===== src/rtl/serial_pkg.sv =====
// Shared definitions for both ends of the serial link: frame constants,
// default word width and the receiver FSM state encoding.
package serial_pkg;

  localparam int DEFAULT_DATA_BITS = 7;

  localparam logic START_BIT = 1'b0;
  localparam logic STOP_BIT  = 1'b1;

  typedef enum logic [2:0] {
    ST_IDLE   = 3'd0,
    ST_DATA   = 3'd1,
    ST_PARITY = 3'd2,
    ST_STOP   = 3'd3
  } rx_state_t;

endpackage


===== src/rtl/serial_rx_holding.sv =====
// Holding register for received words: valid/ack handshake, error flags
// and sticky overrun, with commit/ack arbitration on the same edge.
module serial_rx_holding
  import serial_pkg::*;
#(
  parameter int DATA_BITS = DEFAULT_DATA_BITS
) (
  input  logic                 clk,
  input  logic                 rstn,
  input  logic                 commit,
  input  logic [DATA_BITS-1:0] word,
  input  logic                 parity_err_in,
  input  logic                 frame_err_in,
  input  logic                 data_ack,
  output logic [DATA_BITS-1:0] data_out,
  output logic                 data_valid,
  output logic                 parity_err,
  output logic                 frame_err,
  output logic                 overrun
);

  always_ff @(posedge clk or negedge rstn) begin
    if (!rstn) begin
      data_out   <= '0;
      data_valid <= 1'b0;
      parity_err <= 1'b0;
      frame_err  <= 1'b0;
      overrun    <= 1'b0;
    end else if (commit && (!data_valid || data_ack)) begin
      data_out   <= word;
      data_valid <= 1'b1;
      parity_err <= parity_err_in;
      frame_err  <= frame_err_in;
      // An ack on the commit edge drains the old word, which clears overrun.
      if (data_ack)
        overrun <= 1'b0;
    end else if (commit) begin
      // Pending word not taken: drop the new frame and flag it.
      overrun <= 1'b1;
    end else if (data_ack && data_valid) begin
      data_valid <= 1'b0;
      parity_err <= 1'b0;
      frame_err  <= 1'b0;
      overrun    <= 1'b0;
    end
  end

endmodule


===== src/rtl/serial_receiver.sv =====
// Serial link receiver: one bit per clk, start / DATA_BITS data LSB first /
// even parity / stop, handing completed frames to the holding register.
module serial_receiver
  import serial_pkg::*;
#(
  parameter int DATA_BITS = DEFAULT_DATA_BITS
) (
  input  logic                 clk,
  input  logic                 rstn,
  input  logic                 serial_in,
  input  logic                 data_ack,
  output logic [DATA_BITS-1:0] data_out,
  output logic                 data_valid,
  output logic                 parity_err,
  output logic                 frame_err,
  output logic                 overrun
);

  rx_state_t            state;
  logic [2:0]           cnt;
  logic [DATA_BITS-1:0] shift;
  logic                 par;

  logic commit;
  logic parity_err_in;
  logic frame_err_in;

  always_ff @(posedge clk or negedge rstn) begin
    if (!rstn) begin
      state <= ST_IDLE;
      cnt   <= 3'd0;
      shift <= '0;
      par   <= 1'b0;
    end else begin
      case (state)
        ST_IDLE: begin
          if (serial_in == START_BIT) begin
            state <= ST_DATA;
            cnt   <= 3'd0;
          end
        end
        ST_DATA: begin
          shift[cnt] <= serial_in;
          if (cnt == 3'(DATA_BITS - 1))
            state <= ST_PARITY;
          else
            cnt <= cnt + 3'd1;
        end
        ST_PARITY: begin
          par   <= serial_in;
          state <= ST_STOP;
        end
        ST_STOP: begin
          // The stop bit is consumed by the holding register on this edge.
          state <= ST_IDLE;
        end
        default: state <= ST_IDLE;
      endcase
    end
  end

  assign commit        = (state == ST_STOP);
  assign parity_err_in = (^shift) ^ par;
  assign frame_err_in  = (serial_in != STOP_BIT);

  serial_rx_holding #(
    .DATA_BITS (DATA_BITS)
  ) u_holding (
    .clk           (clk),
    .rstn          (rstn),
    .commit        (commit),
    .word          (shift),
    .parity_err_in (parity_err_in),
    .frame_err_in  (frame_err_in),
    .data_ack      (data_ack),
    .data_out      (data_out),
    .data_valid    (data_valid),
    .parity_err    (parity_err),
    .frame_err     (frame_err),
    .overrun       (overrun)
  );

endmodule


===== config.mk =====
export PLATFORM = sky130hd
export DESIGN_NAME = serial_receiver
export DESIGN_NICKNAME = d
export VERILOG_FILES = /design/src/rtl/serial_pkg.sv /design/src/rtl/serial_rx_holding.sv /design/src/rtl/serial_receiver.sv
export SDC_FILE = /design/constraint.sdc
export NUM_CORES = 1
export LEC_CHECK = 0
export BUFFER_PORTS_ARGS = -buffer_cell sky130_fd_sc_hd__buf_2
export CORE_UTILIZATION = 55
export CTS_CLUSTER_DIAMETER = 50
export DETAILED_ROUTE_END_ITERATION = 10
export MAX_ROUTING_LAYER = met4
export PLACE_DENSITY_LB_ADDON = 0.2
export SLEW_MARGIN = 10
export SYNTH_ARGS = -nofsm -noshare
export SYNTH_HDL_FRONTEND = slang
export SYNTH_SLANG_ARGS = --single-unit

===== constraint.sdc =====
create_clock -name clk -period 2.04 [get_ports clk]
set_input_delay 0 -clock clk [delete_from_list [all_inputs] [get_ports clk]]
set_output_delay 0 -clock clk [all_outputs]
set_load 0.005 [all_outputs]

==> flow_summary.yaml <==
outcome:
  status: "complete, no violations"
logic_synthesis:
  synth.distinct_cells: 26
  synthCells: 105
  synth_top_area_share_pct: 50.42
  synth_ff_type: "dfrtp_1"
  ys_top_cells_by_area: "dfrtp_1 50%, mux2_2 14%, ha_1 6.3%"
  synthArstFlopShare_pct: 100.0
  syn-cell-area_um2: 1191
  ys_warn_count: 0
  synth_nets: 115
  synth-seq-cells: 24
  syn_area_per_cell_um2: 11.34
  yosysTopAreaCell: "dfrtp_1"
  synth_enable_flop_cells: 0
  yosysSeqAreaShare_pct: 50.42
worst_setup_path:
  path_class: "flip-flop to flip-flop"
  path_max_fanout: 10
  path_buf_inv: 1
  worstPathCellList: "inv_1, ha_1, nand2_1, nor3b_1, mux2_2"
  cp_slowest_cell: "dfrtp_1"
  required_ns: 2.24
  path_delay_family: "flip-flops"
  max_stage_delay_ns: 0.43
  arrival_ns: 1.93
  start_kind: "flip-flop"
  endpoint_kind: "flip-flop"
job:
  cap_violations: 0
detailed_routing:
  drt_wl_total_mm: 1.979
  vias: 804
  drtIter0Drc: 7
  post_drt_wl_per_cell_um: 13.37
  first_pass_iters: 4
  ant_nets: 0
  drc: 0
  routed_via_density: 5.432
finish:
  final_cells: 148
  area_delta_synth_final_pct: 11.34
  fin_nets: 132
  drive_gt1_share_pct: 28.10
  n_antenna_cell: 0
hold_path:
  hold_class: "input port to flip-flop"
placed_design:
  numPortBuffers: 14
  dp_hpwl_mm: 1.462
  place.gp.congestion: 0.7807
  dp.cells: 142
sta:
  finalSetupViolCount: 0
  fin_tns_setup_ns: 0
  rsz0062_at_grt: "false"
  fmax_mhz: 579.8
  finalCriticalPeriod_ns: 1.725
  slew_headroom_pct: 64.40
  hold_viol_final: 0
  final_max_slew_viol_count: 0
  fin_skew_ns: 0.01287
  worstMarginPinSlew_ns: 0.5340
  finalCritPeriodShare_pct: 84.54
global_route:
  grtUsageTotal_pct: 20.20
  grt_max_degree: 25
  grt_pass1_wl_mm: 3.532
  grt_pass1_vias: 788
  globalRouteOverflowTotal: 0
  antenna_found_initial: 0
floorplanning:
  num_rows: 16
  die-area_um2: 2356
  dieWidth_um: 48.54
  core-area_um2: 2002
  ios: 15
  initial_utilization_pct: 59.50
  die_height_um: 48.54
clock_network:
  htree_levels: 1
  clock-root-buffer: "clkbuf_4"
  clkTransAtPathRegs_ns: 0.14
  cts_sinks: 24
  cts_tree: "yes"
  worstSkewPairLatency_ns: 0.31
  clock_path_buffers: 2
  cts_buffers: 3
  cts-resized-gates: 0
pwr:
  p_per_area_nw_per_um2: 1619
  p_leak_nw: 0.5999
  ir_drop_mv: 0.8931
[flip-flops by register name, summed over array words and instances, names as in the netlist]
name                  cells
u_holding.overrun         1
u_holding.parity_err      1
par                       1
u_holding.frame_err       1
u_holding.data_out        7
state                     2
cnt                       3
shift                     7
u_holding.data_valid      1
[cells in the final DEF (no fill, tap or decap), types with 2 or more instances in the layout]
master          n
inv_1           5
nand2_1        10
o21ai_0         9
mux2_2         15
xnor2_1         6
nor3b_1         2
a21oi_1         3
clkbuf_4        3
a22o_1          2
buf_2          14
nand3_1         3
dfrtp_1        24
ha_1            6
nand4b_1        2
nor2_1          4
dlygate4sd3_1   2
[final cells by class]
class | count | area, um2
clock buffers | 4 | 36.28
fillers | 162 | 675.6
inverters | 5 | 18.77
multi-input cells | 72 | 546.8
flip-flops and latches | 24 | 600.6
well taps | 27 | 33.78
repair buffers | 16 | 90.09
[layer usage]
| layer | wire (um) | vias to the layer above | track usage, % |
|---|---|---|---|
| li1 | - | 393 | - |
| met3 | 47 | 4 | 2.516 |
| met1 | 961 | 392 | 25.67 |
| met4 | 38 | 0 | 10.29 |
| met5 | 0 | - | - |
| met2 | 931 | 15 | 31.92 |
[through the flow]
stage	worst slack [ns]	utilization (%)	power (mW)	hold slack, ns	area [um2]
after floorplan	0.5371	-	1.646	-0.2956	1191
after global placement	0.4267	63.44	1.862	0.004459	1270
after detailed placement	0.3491	63.44	1.921	0.01045	1270
after CTS	0.3299	66.25	2.166	0.05533	1326
after global routing	0.2068	66.25	2.341	0.06942	1326
final	0.3153	66.25	2.148	0.04782	1326
[cells by family (layout without fill, tap and decap cells)]
kind of cell	Yosys count	in the layout	synth area share, %
buffers and inverters	9	25	3.676
AO/OA/AOI/OAI	17	17	8.404
adder cells (fa/ha/maj)	6	6	6.302
flip-flops	24	24	50.42
AND/OR/NAND/NOR	26	26	11.03
multiplexers	16	16	15.02
XOR/XNOR	7	7	5.147
[where the power goes]
group / leakage (nW) / internal, mW / switching (mW)
logic: 0.289 / 0.538 / 0.450
registers: 0.290 / 0.707 / 0.203
clock network: 0.0210 / 0.109 / 0.141
total: 0.600 / 1.35 / 0.794
[cell usage after synthesis, types with 2 or more instances]
cell      count
ha_1          6
o21ai_0       9
nand3_1       3
a22o_1        2
mux2_2       15
nand2_1      10
a21oi_1       3
nand4b_1      2
buf_2         2
inv_1         5
nor2_1        4
dfrtp_1      24
xnor2_1       6
nor3b_1       2
[worst paths after layout]
check	slack (ns)	end	depth (start not counted)	from
min	0.05	shift[6]	2	serial_in
max in group asynchronous	1.49	cnt[0]	2	rstn
max reg2reg	0.32	shift[2]	5	state[1]
min reg2reg	0.51	u_holding.data_out[0]	1	u_holding.data_out[0]
min in group asynchronous	0.18	u_holding.overrun	2	rstn
max	0.32	shift[2]	5	state[1]
[what timing repair did]
action	in CTS	in global routing
hold buffers	2	0
setup buffers	0	0
hold endpoints to repair	27	0
Note: power is estimated with default switching activity, not from simulation.
